$ cat src/rtl/contrast_brightness_pipe.sv
// Two-stage per-channel contrast/brightness adjust with valid/ready handshake.
// Optional build macro CB_ROUND_EN selects round-half-up instead of truncation.
`timescale 1ns/1ps
module contrast_brightness_pipe #(
   parameter int CH_W      = 8,
   parameter int NUM_CH    = 3,
   parameter int GAIN_W    = 8,
   parameter int GAIN_FRAC = 2,
   parameter int OFF_W     = 9
) (
   input  logic                     clk,
   input  logic                     reset_n,
   input  logic                     in_valid,
   output logic                     in_ready,
   input  logic                     in_sof,
   input  logic [NUM_CH*CH_W-1:0]   in_data,
   output logic                     out_valid,
   input  logic                     out_ready,
   output logic                     out_sof,
   output logic [NUM_CH*CH_W-1:0]   out_data,
   input  logic                     cfg_load,
   input  logic [GAIN_W-1:0]        cfg_gain,
   input  logic [OFF_W-1:0]         cfg_offset,
   output logic                     cfg_pending
);

   localparam int PROD_W = CH_W + GAIN_W;
   localparam int SUM_W  = PROD_W + 1;
   localparam int DATA_W = NUM_CH * CH_W;

`ifdef CB_ROUND_EN
   localparam logic [SUM_W-1:0] ROUND_ADD = SUM_W'((1 << GAIN_FRAC) >> 1);
`else
   localparam logic [SUM_W-1:0] ROUND_ADD = '0;
`endif
   localparam logic [GAIN_W-1:0] UNITY_GAIN = GAIN_W'(1 << GAIN_FRAC);
   localparam logic [SUM_W-1:0]  CH_MAX     = SUM_W'((1 << CH_W) - 1);

   logic                en;
   logic                accept;
   logic                apply;
   logic [GAIN_W-1:0]   act_gain;
   logic [GAIN_W-1:0]   pend_gain;
   logic [GAIN_W-1:0]   beat_gain;
   logic [OFF_W-1:0]    act_off;
   logic [OFF_W-1:0]    pend_off;
   logic [OFF_W-1:0]    beat_off;
   logic [PROD_W-1:0]   prod [NUM_CH];
   logic                s1_valid;
   logic                s1_sof;
   logic [OFF_W-1:0]    s1_off;
   logic [PROD_W-1:0]   s1_prod [NUM_CH];
   logic [DATA_W-1:0]   adj_data;

   assign en       = !out_valid || out_ready;
   assign in_ready = en;
   assign accept   = in_valid && en;
   assign apply    = accept && in_sof && cfg_pending;

   // An applying sof beat already sees the pending values it is promoting.
   assign beat_gain = apply ? pend_gain : act_gain;
   assign beat_off  = apply ? pend_off  : act_off;

   always_ff @(posedge clk or negedge reset_n) begin
      if (!reset_n) begin
         act_gain    <= UNITY_GAIN;
         act_off     <= '0;
         pend_gain   <= '0;
         pend_off    <= '0;
         cfg_pending <= 1'b0;
      end else begin
         if (cfg_load) begin
            pend_gain <= cfg_gain;
            pend_off  <= cfg_offset;
         end
         if (apply) begin
            act_gain <= pend_gain;
            act_off  <= pend_off;
         end
         if (cfg_load) begin
            cfg_pending <= 1'b1;
         end else if (apply) begin
            cfg_pending <= 1'b0;
         end
      end
   end

   always_comb begin
      for (int c = 0; c < NUM_CH; c++) begin
         prod[c] = PROD_W'(in_data[c*CH_W +: CH_W]) * PROD_W'(beat_gain);
      end
   end

   always_ff @(posedge clk or negedge reset_n) begin
      if (!reset_n) begin
         s1_valid <= 1'b0;
         s1_sof   <= 1'b0;
         s1_off   <= '0;
         for (int c = 0; c < NUM_CH; c++) begin
            s1_prod[c] <= '0;
         end
      end else if (en) begin
         s1_valid <= accept;
         s1_sof   <= in_sof;
         s1_off   <= beat_off;
         for (int c = 0; c < NUM_CH; c++) begin
            s1_prod[c] <= prod[c];
         end
      end
   end

   // Shifted product is never negative, so only the offset can push the sum below zero.
   always_comb begin
      logic [SUM_W-1:0]        rounded;
      logic [SUM_W-1:0]        shifted;
      logic signed [SUM_W-1:0] total;
      adj_data = '0;
      rounded  = '0;
      shifted  = '0;
      total    = '0;
      for (int c = 0; c < NUM_CH; c++) begin
         rounded = {1'b0, s1_prod[c]} + ROUND_ADD;
         shifted = rounded >> GAIN_FRAC;
         total   = $signed(shifted) + $signed({{(SUM_W-OFF_W){s1_off[OFF_W-1]}}, s1_off});
         if (total[SUM_W-1]) begin
            adj_data[c*CH_W +: CH_W] = '0;
         end else if ($unsigned(total) > CH_MAX) begin
            adj_data[c*CH_W +: CH_W] = '1;
         end else begin
            adj_data[c*CH_W +: CH_W] = total[CH_W-1:0];
         end
      end
   end

   always_ff @(posedge clk or negedge reset_n) begin
      if (!reset_n) begin
         out_valid <= 1'b0;
         out_sof   <= 1'b0;
         out_data  <= '0;
      end else if (en) begin
         out_valid <= s1_valid;
         out_sof   <= s1_valid && s1_sof;
         out_data  <= adj_data;
      end
   end

endmodule

$ cat config.mk
export PLATFORM = sky130hd
export DESIGN_NAME = contrast_brightness_pipe
export DESIGN_NICKNAME = d
export VERILOG_FILES = /design/src/rtl/contrast_brightness_pipe.sv
export SDC_FILE = /design/constraint.sdc
export NUM_CORES = 1
export LEC_CHECK = 0
export BUFFER_PORTS_ARGS = -buffer_cell sky130_fd_sc_hd__buf_2
export CAP_MARGIN = 20
export CORE_MARGIN = 2
export CORE_UTILIZATION = 30
export DETAILED_ROUTE_END_ITERATION = 8
export MAX_ROUTING_LAYER = met4
export SYNTH_ARGS = -nofsm -noshare
export SYNTH_HDL_FRONTEND = slang
export SYNTH_SLANG_ARGS = --single-unit
$ cat constraint.sdc
create_clock -name clk -period 7.2 [get_ports clk]
set_input_delay 0.36 -clock clk [delete_from_list [all_inputs] [get_ports clk]]
set_output_delay 0.36 -clock clk [all_outputs]
set_load 0.01 [all_outputs]
; ---- Word level (Yosys, flattened, before mapping)
; Index checks and enable logic that the tools add are counted.
[word_totals]
elab_cells = 40
register_bits = 120
in_bits = 47
out_inout_bits = 28
[classes]
order_cmp = 3
reduce_logical = 7
muxes = 10
add_sub_neg = 3
mul = 3
[ops]
columns = cell, n
row1 = 2-to-1 mux 8 bit, 7
row2 = "> comparator 17 x 8 -> 1 bit, second input constant", 3
row3 = adder 15 x 9 -> 16 bit, 3
row4 = multiplier 8 x 8 -> 16 bit, 3
row5 = 2-to-1 mux 9 bit, 1
row6 = logical AND 1 bit, 4
row7 = 2-to-1 mux 1 bit, 2
row8 = nonzero test 2 bit, 1
row9 = zero test 1 bit, 1
row10 = logical OR 1 bit, 1

; ---- Longest topological paths before layout
; Gate-level depths: netlist of the first run.
[depth]
ltp_word = 7
depth_mapped = 24
ltp_nobuf = 21

; ---- Worst setup path before layout of the first run
; OpenSTA, ideal clock, no wires.
[synth_path]
kind = reg2reg
start = register out_valid
end = register s1_prod[15] (netlist bit)
synth_period_minus_slack_ps = 5529
path_slack_ps = 1671
setup_ps = 87
path_stages_with_launch = 23
n_path_buf = 2
arrival_time_ps = 5443
required_ps = 7113
cell_sequence = dfrtp_1 > nor2b_1 > buf_2 > inv_2 > nand4_1 > mux2_2 > clkbuf_1 > nand2_1 > fa_1 > fa_1 > inv_1 > fa_1 > inv_1 > fa_1 > inv_1 > ha_1 > inv_1 > a21oi_1 > o211ai_1 > a21oi_1 > nor3_1 > or4_1 > o211ai_1
[synth_via]
elab_chain_cells = 7
[synth_lines]
columns = element, line
row1 = start: declaration, 17  ; output logic out_valid,
row2 = start signal: assignment, 141  ; out_valid <= s1_valid;
row3 = zero test 1 bit, 55  ; assign en = !out_valid || out_ready;
row4 = logical OR 1 bit, 55
row5 = logical AND 1 bit, 57  ; assign accept = in_valid && en;
row6 = logical AND 1 bit (2 in series), 58  ; assign apply = accept && in_sof && cfg_pending;
row7 = 2-to-1 mux 8 bit, n/a
row8 = named net beat_gain[7], 44  ; logic [GAIN_W-1:0] beat_gain;
row9 = multiplier 8 x 8 -> 16 bit, 90  ; prod[c] = PROD_W'(in_data[c*CH_W +: CH_W]) * PROD_W'(beat_gain);
row10 = end signal: indexed assignment, 107  ; s1_prod[c] <= prod[c];
row11 = end: declaration, 52  ; logic [PROD_W-1:0] s1_prod [NUM_CH];
; The timed path passes the listed nets, and every way through them passes these cells.
; A chain may end at the register's enable or synchronous reset.

; ---- Worst setup path after layout of the first run
[layout_path]
start = register out_valid
end = register s1_prod[15] (netlist bit)
[layout_via]
elab_chain_cells = 7
[layout_lines]
columns = element, line
row1 = zero test 1 bit (*), 55
row2 = logical OR 1 bit (*), 55
row3 = logical AND 1 bit, 57
row4 = logical AND 1 bit (2 in series), 58
row5 = 2-to-1 mux 8 bit, n/a
row6 = multiplier 8 x 8 -> 16 bit, 90
; Every way passes the cells marked *; elsewhere a longest branch is shown, timed or not.

==> metrics.cfg, run 1 <==
[status]
status=complete, no violations

[drt]
avgViaCountPerCell=4.819
top_layer=met4
via_count=9576
ant_nets=0
dr.pass1.iters=5
drt_drc_violations_left=0
wl_per_cell_um=14.72
drt-met1-wl_um=14160
drtIter0Drc=399
wl_met3_um=1313
dr_wl_met2_um=13150
drt-total-wl_um=29260

[floorplan]
io_pins=75
die_height_um=209.2
core_um2=41760
initial_utilization=0.3026
die_x_um=209.2
num_rows=75
die_area_um2=43780

[sta]
clock_skew_ns=0.009118
slew_headroom=0.3992
maxSlewViolCount=0
rsz0062_at_grt=false
setup_viol=0
fin_crit_ns=5.710
fin_crit_sh=0.7930
totalNegativeSetupSlack_ns=0
hold_viol=0
max_freq_mhz=175.1
worst_pin_slew_ns=0.9012

[cts]
cts_buffers=17
cts-htree-levels=4
cts.sinks=114
cts_tree=built
clock_latency_ns=0.43
postCtsSetupBuffers=0
clockBufferDepth=2
post_cts_resized=0
path_clk_slew_ns=0.06
hold_buffers=1
root_buffer=clkbuf_16

[yosys]
synthTopCellsByArea=dfrtp_1 (22%), fa_1 (18%), ha_1 (15%)
synth_edf_count=0
synth_area_per_cell_um2=9.285
async_flop_share=1.000
ys_warn_count=0
synthesis.instances=1361
synthTopCellsByCount=inv_1 (165), ha_1 (150), dfrtp_1 (113)
synth_top_area_cell=dfrtp_1
yosysTopAreaCellShare=0.2238
syn_area_um2=12640
synth_flop_cell=dfrtp_1
ys_ff_latch=114
synth_most_common_cell=inv_1
ys_seq_area_frac=0.2258
synth_nets=1669
yosys.cell_types.count=82

[job]
drv_cap=0

[global_route]
grt_pass1_wl_um=49760
antenna_found_initial=11
grt_pass1_vias=9621
grt_use_total=0.1450
grt_max_degree=85
grt.overflow.total=0

[worst_hold_path]
hp-class=primary input to flop
min_from=cfg_gain[0]

[setup_path]
critPathLaunch=out_valid
worstReg2RegStart=out_valid
cp.required_ns=7.55
cp_max_fo=25
end_kind=flop
critical_path_class=flop to flop
critPathLaunchType=flop
cp.arrival_ns=6.06

[layout]
nets=1730
drive_gt1_frac=0.1240
area_delta_synth_final_pct=12.28

[placement]
dp_hpwl_um=23440
portBuffers=74
gp_congestion=0.8638

[stage by stage]
step	instances	utilization	hold WS, ns	setup WS, ns	cell area (um2)
3_3_place_gp	1940	0.3244	0.3643	1.567	13550
5_1_grt	1985	0.3397	0.1531	1.049	14180
3_5_place_dp	1940	0.3244	0.3708	1.429	13550
4_1_cts	1973	0.3383	0.1440	1.433	14130
2_1_floorplan	1361	-	0.06441	1.671	12640
6_report	1987	0.3398	0.1563	1.490	14190
[logic make-up after synthesis]
| kind of cell | after synthesis | share of synthesized area |
|---|---|---|
| AND/OR/NAND/NOR | 440 | 0.1778 |
| adder cells (fa/ha/maj) | 261 | 0.3244 |
| AO/OA/AOI/OAI | 245 | 0.1337 |
| buffers and inverters | 208 | 0.06584 |
| flip-flops | 114 | 0.2258 |
| XOR/XNOR | 56 | 0.04000 |
| multiplexers | 37 | 0.03248 |
[final timing paths]
check                                to  slack, ns  cells after the start
setup / recovery            s1_prod[15]       1.49                     20
setup reg to reg            s1_prod[15]       1.49                     20
hold reg to reg             s1_prod[34]       0.47                      2
max in group asynchronous  out_data[14]       5.73                      4
hold / removal             pend_gain[0]       0.16                      2
min in group asynchronous  pend_gain[7]       0.44                      2
[registers in the layout, indices dropped and copies added (netlist names)]
name	count
act_off	9
s1_off	9
out_sof	1
pend_off	9
act_gain	8
s1_valid	1
out_valid	1
cfg_pending	1
s1_sof	1
out_data	24
pend_gain	8
s1_prod	42
[critical path, stage by stage (launching register included)]
cell,delay [ns]
dfrtp_1,0.37
nor2b_4,0.14
inv_2,0.06
nand4_1,0.40
mux2_2,0.65
nand2_1,0.14
fa_1,0.52
fa_1,0.54
inv_1,0.06
fa_1,0.53
inv_1,0.05
fa_1,0.52
inv_1,0.04
ha_1,0.29
inv_1,0.06
a21oi_1,0.22
o211ai_1,0.14
a21oi_1,0.20
nor3_1,0.09
or4_1,0.50
o211ai_1,0.09
[placed cells by master, fill, tap and decap left out, types with 7 or more instances in the layout]
cell type / Yosys / routed
clkbuf_16: 0 / 17
nor2b_1: 44 / 43
o211ai_1: 15 / 15
a221o_1: 9 / 9
o21bai_1: 7 / 7
diode_2: 0 / 13
a21o_1: 20 / 20
mux2_2: 32 / 32
nand2_1: 111 / 111
and3_1: 10 / 10
o21ai_1: 16 / 16
xor2_1: 25 / 25
nor3_1: 17 / 17
dfrtp_1: 113 / 113
nand3_1: 30 / 30
nor2_1: 83 / 83
ha_1: 150 / 150
fa_1: 111 / 111
or3_1: 10 / 10
o21ai_0: 20 / 20
buf_4: 0 / 8
a21oi_1: 75 / 75
xnor2_1: 29 / 29
buf_2: 3 / 73
inv_1: 165 / 165
a22oi_1: 18 / 18
and2_1: 106 / 106
[cell type report]
class / instances / area (um2)
Inverter: 167 / 626.9
Fill cell: 4266 / 27570
Multi-Input combinational cell: 1039 / 8966
Clock inverter: 15 / 146.4
Sequential cell: 114 / 2854
Tap cell: 539 / 674.4
Antenna cell: 13 / 32.53
Timing Repair Buffer: 83 / 462.9
Clock buffer: 17 / 425.4
[metal layers]
metal | vias up | track usage
li1 | 4721 | -
met5 | - | -
met4 | 0 | 0.04680
met1 | 4633 | 0.1853
met2 | 180 | 0.2277
met3 | 42 | 0.03321
Power of run 1 is left out: the tool's default activity adds up to more than one toggle a clock period on the data nets, which glitch-free logic cannot reach.
==> run 2: changes to the inputs <==
==> constraint.sdc (replaced) <==
create_clock -name clk -period 4.9 [get_ports clk]
set_input_delay 0.245 -clock clk [delete_from_list [all_inputs] [get_ports clk]]
set_output_delay 0.245 -clock clk [all_outputs]
set_load 0.01 [all_outputs]
==> run 2 against run 1 <==
Global-route usage grew 1.2 points; worst hold slack lost 0.12 ns; non-clock buffer count grew 80; critical endpoint is now s1_prod[47]; the flow now finishes with violations (setup timing); via count grew 5.3%; die area is the same; final cell count grew 4.3%; sequential cell count is the same.
==> metrics.cfg, run 2 (synthesized netlist as in run 1, its figures left out) <==
[status]
status=complete, but fails checks
violations=setup timing

[drt]
dr.pass1.iters=5  ; unchanged
drt-total-wl_um=32760  ; +12%
ant_nets=0  ; unchanged
wl_per_cell_um=15.80  ; +7.3%
drtIter0Drc=538  ; +35%
avgViaCountPerCell=4.865  ; +0.95%
drt_drc_violations_left=0  ; unchanged
via_count=10090  ; +5.3%

[cts]
clockBufferDepth=2  ; unchanged
cts_tree=built
cts_buffers=17  ; unchanged
root_buffer=clkbuf_16
cts-htree-levels=4  ; unchanged
cts.sinks=114  ; unchanged
path_clk_slew_ns=0.06  ; about the same
clock_latency_ns=0.44  ; about the same

[global_route]
grt_use_total=0.1566  ; +0.01159
grt.overflow.total=0  ; unchanged
grt_pass1_wl_um=53110  ; +6.7%
antenna_found_initial=7  ; -4
grt_max_degree=78  ; -8.2%
grt_pass1_vias=10160  ; +5.6%

[sta]
fin_crit_sh=1.017  ; +0.2244
totalNegativeSetupSlack_ns=-0.2537  ; -0.2537 ns
rsz0062_at_grt=true
maxSlewViolCount=0  ; unchanged
clock_skew_ns=0.01478  ; +0.005665 ns
hold_viol=0  ; unchanged
fin_crit_ns=4.985  ; -0.7245 ns
slew_headroom=0.3727  ; -0.02648
worst_pin_slew_ns=0.9409  ; +0.03973 ns
setup_viol=5  ; +5
fin_ws_ns=-0.08504  ; -1.575 ns
max_freq_mhz=200.6  ; +15%

[placement]
portBuffers=74  ; unchanged
gp_congestion=0.8320  ; -3.7%
dp_cells=1990  ; +2.6%
dp_hpwl_um=23610  ; +0.70%
place_area_um2=14240  ; +5.1%

[layout]
drive_gt1_frac=0.2608  ; +0.1368
largest_reg_flops=42  ; unchanged
nets=1821  ; +5.3%
area_delta_synth_final_pct=24.48
mostFrequentLayoutCell=inv_1
final_cells=2073  ; +4.3%
finalInstanceArea_um2=15730  ; +11%
regMostFlops=s1_prod
reg_top3=s1_prod (42), out_data (24)
most-common-layout-cells=inv_1 (151), ha_1 (131), dfrtp_1 (113)
fill_cells=4121  ; -3.4%

[setup_path]
critPathLaunchType=flop
crit_top_cell=fa_1
crit_buf_inv=5  ; unchanged
critical_path_class=flop to flop
path_delay_family=adder cells
critPathSlowestCell=fa_1
max_stage_delay_ns=0.47  ; -0.18 ns
cp.arrival_ns=5.33  ; -0.73 ns
critical_path.cell_chain=nor2b_4 > inv_4 > nand4_1 > buf_6 > buf_12 > mux2_4 > and2_4 > fa_1 > fa_1 > ha_1 > inv_1 > fa_1 > inv_1 > ha_4 > nor2b_1 > o21ai_2 > a21oi_2 > o211ai_1 > a21oi_2 > nor3_1 > or4_1 > o211ai_1
cp.required_ns=5.24  ; -2.31 ns
cp_max_fo=5  ; -80%
end_kind=flop

[floorplan]
initial_utilization=0.3026  ; unchanged
die_x_um=209.2  ; unchanged
core_um2=41760  ; unchanged
num_rows=75  ; unchanged
die_area_um2=43780  ; unchanged
die_height_um=209.2  ; unchanged
io_pins=75  ; unchanged

[job]
drv_cap=0  ; unchanged

[worst_hold_path]
hp-class=primary input to flop

[run 2: changes by cell type in the layout (fill, tap and decap cells not counted), sizes merged]
cell      delta
bufinv       -1
clkinv       -3
diode        -5
inv          +1
buf         +78
mux2        +11
clkinvlp     +3
clkbuf       +2
[run 2: layout make-up]
type	instances	area, um2	share of cell area
Tap cell	539	674.4	0.04287
Sequential cell	114	2854	0.1814
Antenna cell	8	20.02	0.001273
Clock buffer	17	425.4	0.02704
Clock inverter	15	122.6	0.007795
Multi-Input combinational cell	1050	9788	0.6222
Timing Repair Buffer	163	1215	0.07723
Inverter	167	631.9	0.04017
[run 2: final timing paths]
| check | from | end | slack, ns | cells past startpoint |
|---|---|---|---|---|
| max | out_valid | s1_prod[47] | -0.09 | 22 |
| min | cfg_gain[1] | pend_gain[1] | 0.04 | 2 |
| max reg2reg | out_valid | s1_prod[47] | -0.09 | 22 |
| min reg2reg | out_sof | out_sof | 0.46 | 2 |
| max in group asynchronous | reset_n | out_data[9] | 3.22 | 3 |
| min in group asynchronous | reset_n | pend_gain[3] | 0.47 | 2 |
[run 2: per-layer routing]
| layer | track usage | vias up | wire length [um] |
|---|---|---|---|
| met5 | - | - | 0 |
| met4 | 0.04581 | 0 | 637 |
| met3 | 0.03126 | 46 | 1560 |
| met2 | 0.2430 | 195 | 15090 |
| met1 | 0.2072 | 4917 | 15470 |
| li1 | - | 4927 | - |
[run 2: stage by stage]
| stage | hold WS [ns] | setup slack, ns | util |
|---|---|---|---|
| finish | 0.03773 | -0.08504 | 0.3767 |
| global route | 0.02732 | -0.3340 | 0.3767 |
| global placement | 0.4220 | -0.08446 | 0.3411 |
| CTS | 0.02365 | -0.05951 | 0.3669 |
| detailed placement | 0.4304 | -0.1475 | 0.3411 |
| floorplan | -0.05059 | -0.3926 | - |
[run 2: what timing repair did]
action / CTS / global route
cloned: 13 / 2
pin swaps: 61 / 63
resized for setup: 53 / 58
hold buffers: 1 / 0
hold endpoints to repair: 37 / 0
setup buffers: 20 / 10
setup endpoints to repair: 8 / 22
Power of run 2 is left out for the same reason.
==> run 3: changes to the inputs <==
--- a/config.mk
+++ b/config.mk
@@ -8,7 +8,7 @@
 export BUFFER_PORTS_ARGS = -buffer_cell sky130_fd_sc_hd__buf_2
 export CAP_MARGIN = 20
 export CORE_MARGIN = 2
-export CORE_UTILIZATION = 30
+export CORE_UTILIZATION = 41
 export DETAILED_ROUTE_END_ITERATION = 8
 export MAX_ROUTING_LAYER = met4
 export SYNTH_ARGS = -nofsm -noshare
==> run 3 against run 2 <==
The flow still finishes with violations (setup timing); first-iteration DRC count shrank 13%; final cell count is 8.4% lower; clock skew rose by 0.0042 ns; routed wire length decreased by 6.6%; sequential share of layout area up 0.68 points; maximum frequency decreased by 2.0%; sequential cell count stayed put; clock-buffer cell count stayed put; critical path depth unchanged; design area fell by 3.6%; via count shrank 1.9%; worst hold slack improved by 0.0042 ns.
==> metrics.cfg, run 3 (synthesized netlist as in run 1, its figures left out) <==
[cts]
cts.sinks=114  ; unchanged
cts_buffers=17  ; unchanged
clockBufferDepth=2  ; unchanged
clock_latency_ns=0.43  ; about the same
cts-htree-levels=4  ; unchanged
root_buffer=clkbuf_16
cts_tree=built
path_clk_slew_ns=0.07  ; about the same

[setup_path]
critPathSlowestCell=fa_1
max_stage_delay_ns=0.55  ; +0.08 ns
cp.arrival_ns=5.41  ; +0.08 ns
cp_max_fo=9  ; +4
end_kind=flop
r2r_slack_ns=-0.19  ; -0.10 ns
cp.required_ns=5.23  ; about the same
crit_top_cell=fa_1
reg2reg_depth=22  ; unchanged
critPathLaunch=out_valid
critical_path.cell_chain=nor2b_4 > inv_4 > nand4_1 > buf_6 > clkbuf_16 > mux2_4 > nand2_1 > fa_1 > fa_1 > inv_2 > fa_1 > inv_2 > fa_1 > inv_2 > ha_4 > inv_4 > a21oi_4 > o211ai_1 > a21oi_2 > nor3_1 > or4_1 > o211ai_1
critical_path_class=flop to flop
critPathLaunchType=flop
worstReg2RegStart=out_valid

[layout]
mostFrequentLayoutCell=inv_1
drive_gt1_frac=0.2352  ; -0.02564
nets=1796  ; -1.4%
regMostFlops=s1_prod
largest_reg_flops=42  ; unchanged
regArea_um2=2854  ; unchanged
most-common-layout-cells=inv_1 (149), ha_1 (133), dfrtp_1 (113)
reg_top3=s1_prod (42), out_data (24)
fill_cells=2832  ; -31%
multiInputGateArea_um2=9654  ; -1.4%
area_delta_synth_final_pct=19.99

[sta]
setup_viol=10  ; +5
rsz0062_at_grt=true
fin_ws_ns=-0.1864  ; -0.1013 ns
max_freq_mhz=196.6  ; -2.0%
fin_crit_sh=1.038  ; +0.02068
hold_viol=0  ; unchanged
worst_pin_slew_ns=0.8464  ; -0.09450 ns
slew_headroom=0.4357  ; +0.06300
clock_skew_ns=0.01897  ; +0.004184 ns
totalNegativeSetupSlack_ns=-0.7035  ; -0.4498 ns
maxSlewViolCount=0  ; unchanged
fin_crit_ns=5.086  ; +0.1013 ns

[global_route]
antenna_found_initial=1  ; -6
grt_pass1_vias=10110  ; -0.51%
grt_pass1_wl_um=51720  ; -2.6%
grt_max_degree=79  ; +1.3%
grt.overflow.total=0  ; unchanged
grt_use_total=0.2018  ; +0.04525

[floorplan]
core_um2=30510  ; -27%
die_area_um2=32240  ; -26%
die_height_um=179.6  ; -14%
num_rows=64  ; -15%
io_pins=75  ; unchanged
initial_utilization=0.4142  ; +0.1116
die_x_um=179.6  ; -14%

[drt]
dr.pass1.iters=4  ; -1
ant_nets=0  ; unchanged
drtIter0Drc=470  ; -13%
drt-total-wl_um=30590  ; -6.6%
avgViaCountPerCell=5.213  ; +7.2%
wl_per_cell_um=16.12  ; +2.0%
via_count=9894  ; -1.9%
drt_drc_violations_left=0  ; unchanged

[placement]
dp_hpwl_um=22330  ; -5.4%
portBuffers=74  ; unchanged
gp_congestion=0.8252  ; -0.82%

[worst_hold_path]
min_from=cfg_gain[1]
hold_path_depth=2  ; unchanged
hp-class=primary input to flop

[job]
drv_cap=0  ; unchanged

[status]
status=complete, but fails checks
violations=setup timing

run 3: cell types whose count changed in the layout (fill, tap and decap cells not counted), moves of 3 or more:
cell        before  now
buf_4           72   57
and2_1          78   89
and2_4          28   17
diode_2          8    1
buf_6            7    3
clkinvlp_4       6    2
inv_8            1    5
nand2_1         96  100
a21oi_1         55   58
nand2_2         14   11
run 3: what timing repair did:
action / 4_1_cts / 5_1_grt
setup endpoints to repair: 10 / 20
pin swaps: 5 / 23
cloned: 9 / 2
resized for setup: 13 / 63
hold endpoints to repair: 63 / 0
buffers inserted: 6 / 9
hold buffers: 1 / 0
run 3: per-stage QoR:
| stage | setup WS (ns) | instances | hold WS (ns) | cell area (um2) | util |
|---|---|---|---|---|---|
| finish | -0.1864 | 1898 | 0.04197 | 15160 | 0.4970 |
| floorplan | -0.3926 | 1361 | -0.05059 | 13040 | - |
| global placement | -0.1387 | 1838 | 0.3981 | 14010 | 0.4592 |
| CTS | -0.1352 | 1886 | 0.03348 | 14810 | 0.4854 |
| global route | -0.4050 | 1898 | 0.03702 | 15160 | 0.4970 |
| detailed placement | -0.1897 | 1838 | 0.4023 | 14010 | 0.4592 |
run 3: path summary, 6_finish.rpt:
kind / end
setup / recovery: s1_prod[47]
hold / removal: pend_gain[1]
setup reg to reg: s1_prod[47]
hold reg to reg: out_sof
max in group asynchronous: act_off[0]
min in group asynchronous: out_data[15]
run 3: routing by layer:
layer	vias to the layer above	routed length, um	global-route usage
li1	4858	-	-
met1	4787	15350	0.2838
met2	217	13420	0.3074
met3	32	1352	0.02776
met4	0	476	0.05268
met5	-	0	-
run 3: area by class of cell:
| class | count | area share |
|---|---|---|
| timing repair buffer | 139 | 0.06180 |
| clock buffer | 17 | 0.02806 |
| tap | 396 | 0.03268 |
| antenna | 1 | 0.0001650 |
| sequential | 114 | 0.1882 |
| multi-input combinational | 1049 | 0.6367 |
| inverter | 167 | 0.04167 |
| clock inverter | 15 | 0.01073 |
run 3: critical path: cells and delay by family, from the launching register on:
family,cells,cell delay [ns]
AOI/OAI and AO/OA,4,0.54
and+or+nand+nor,5,0.91
buffers and inverters,7,0.55
adders and majority gates,5,2.23
muxes,1,0.37
DFF,1,0.37
Power of run 3 is left out for the same reason.
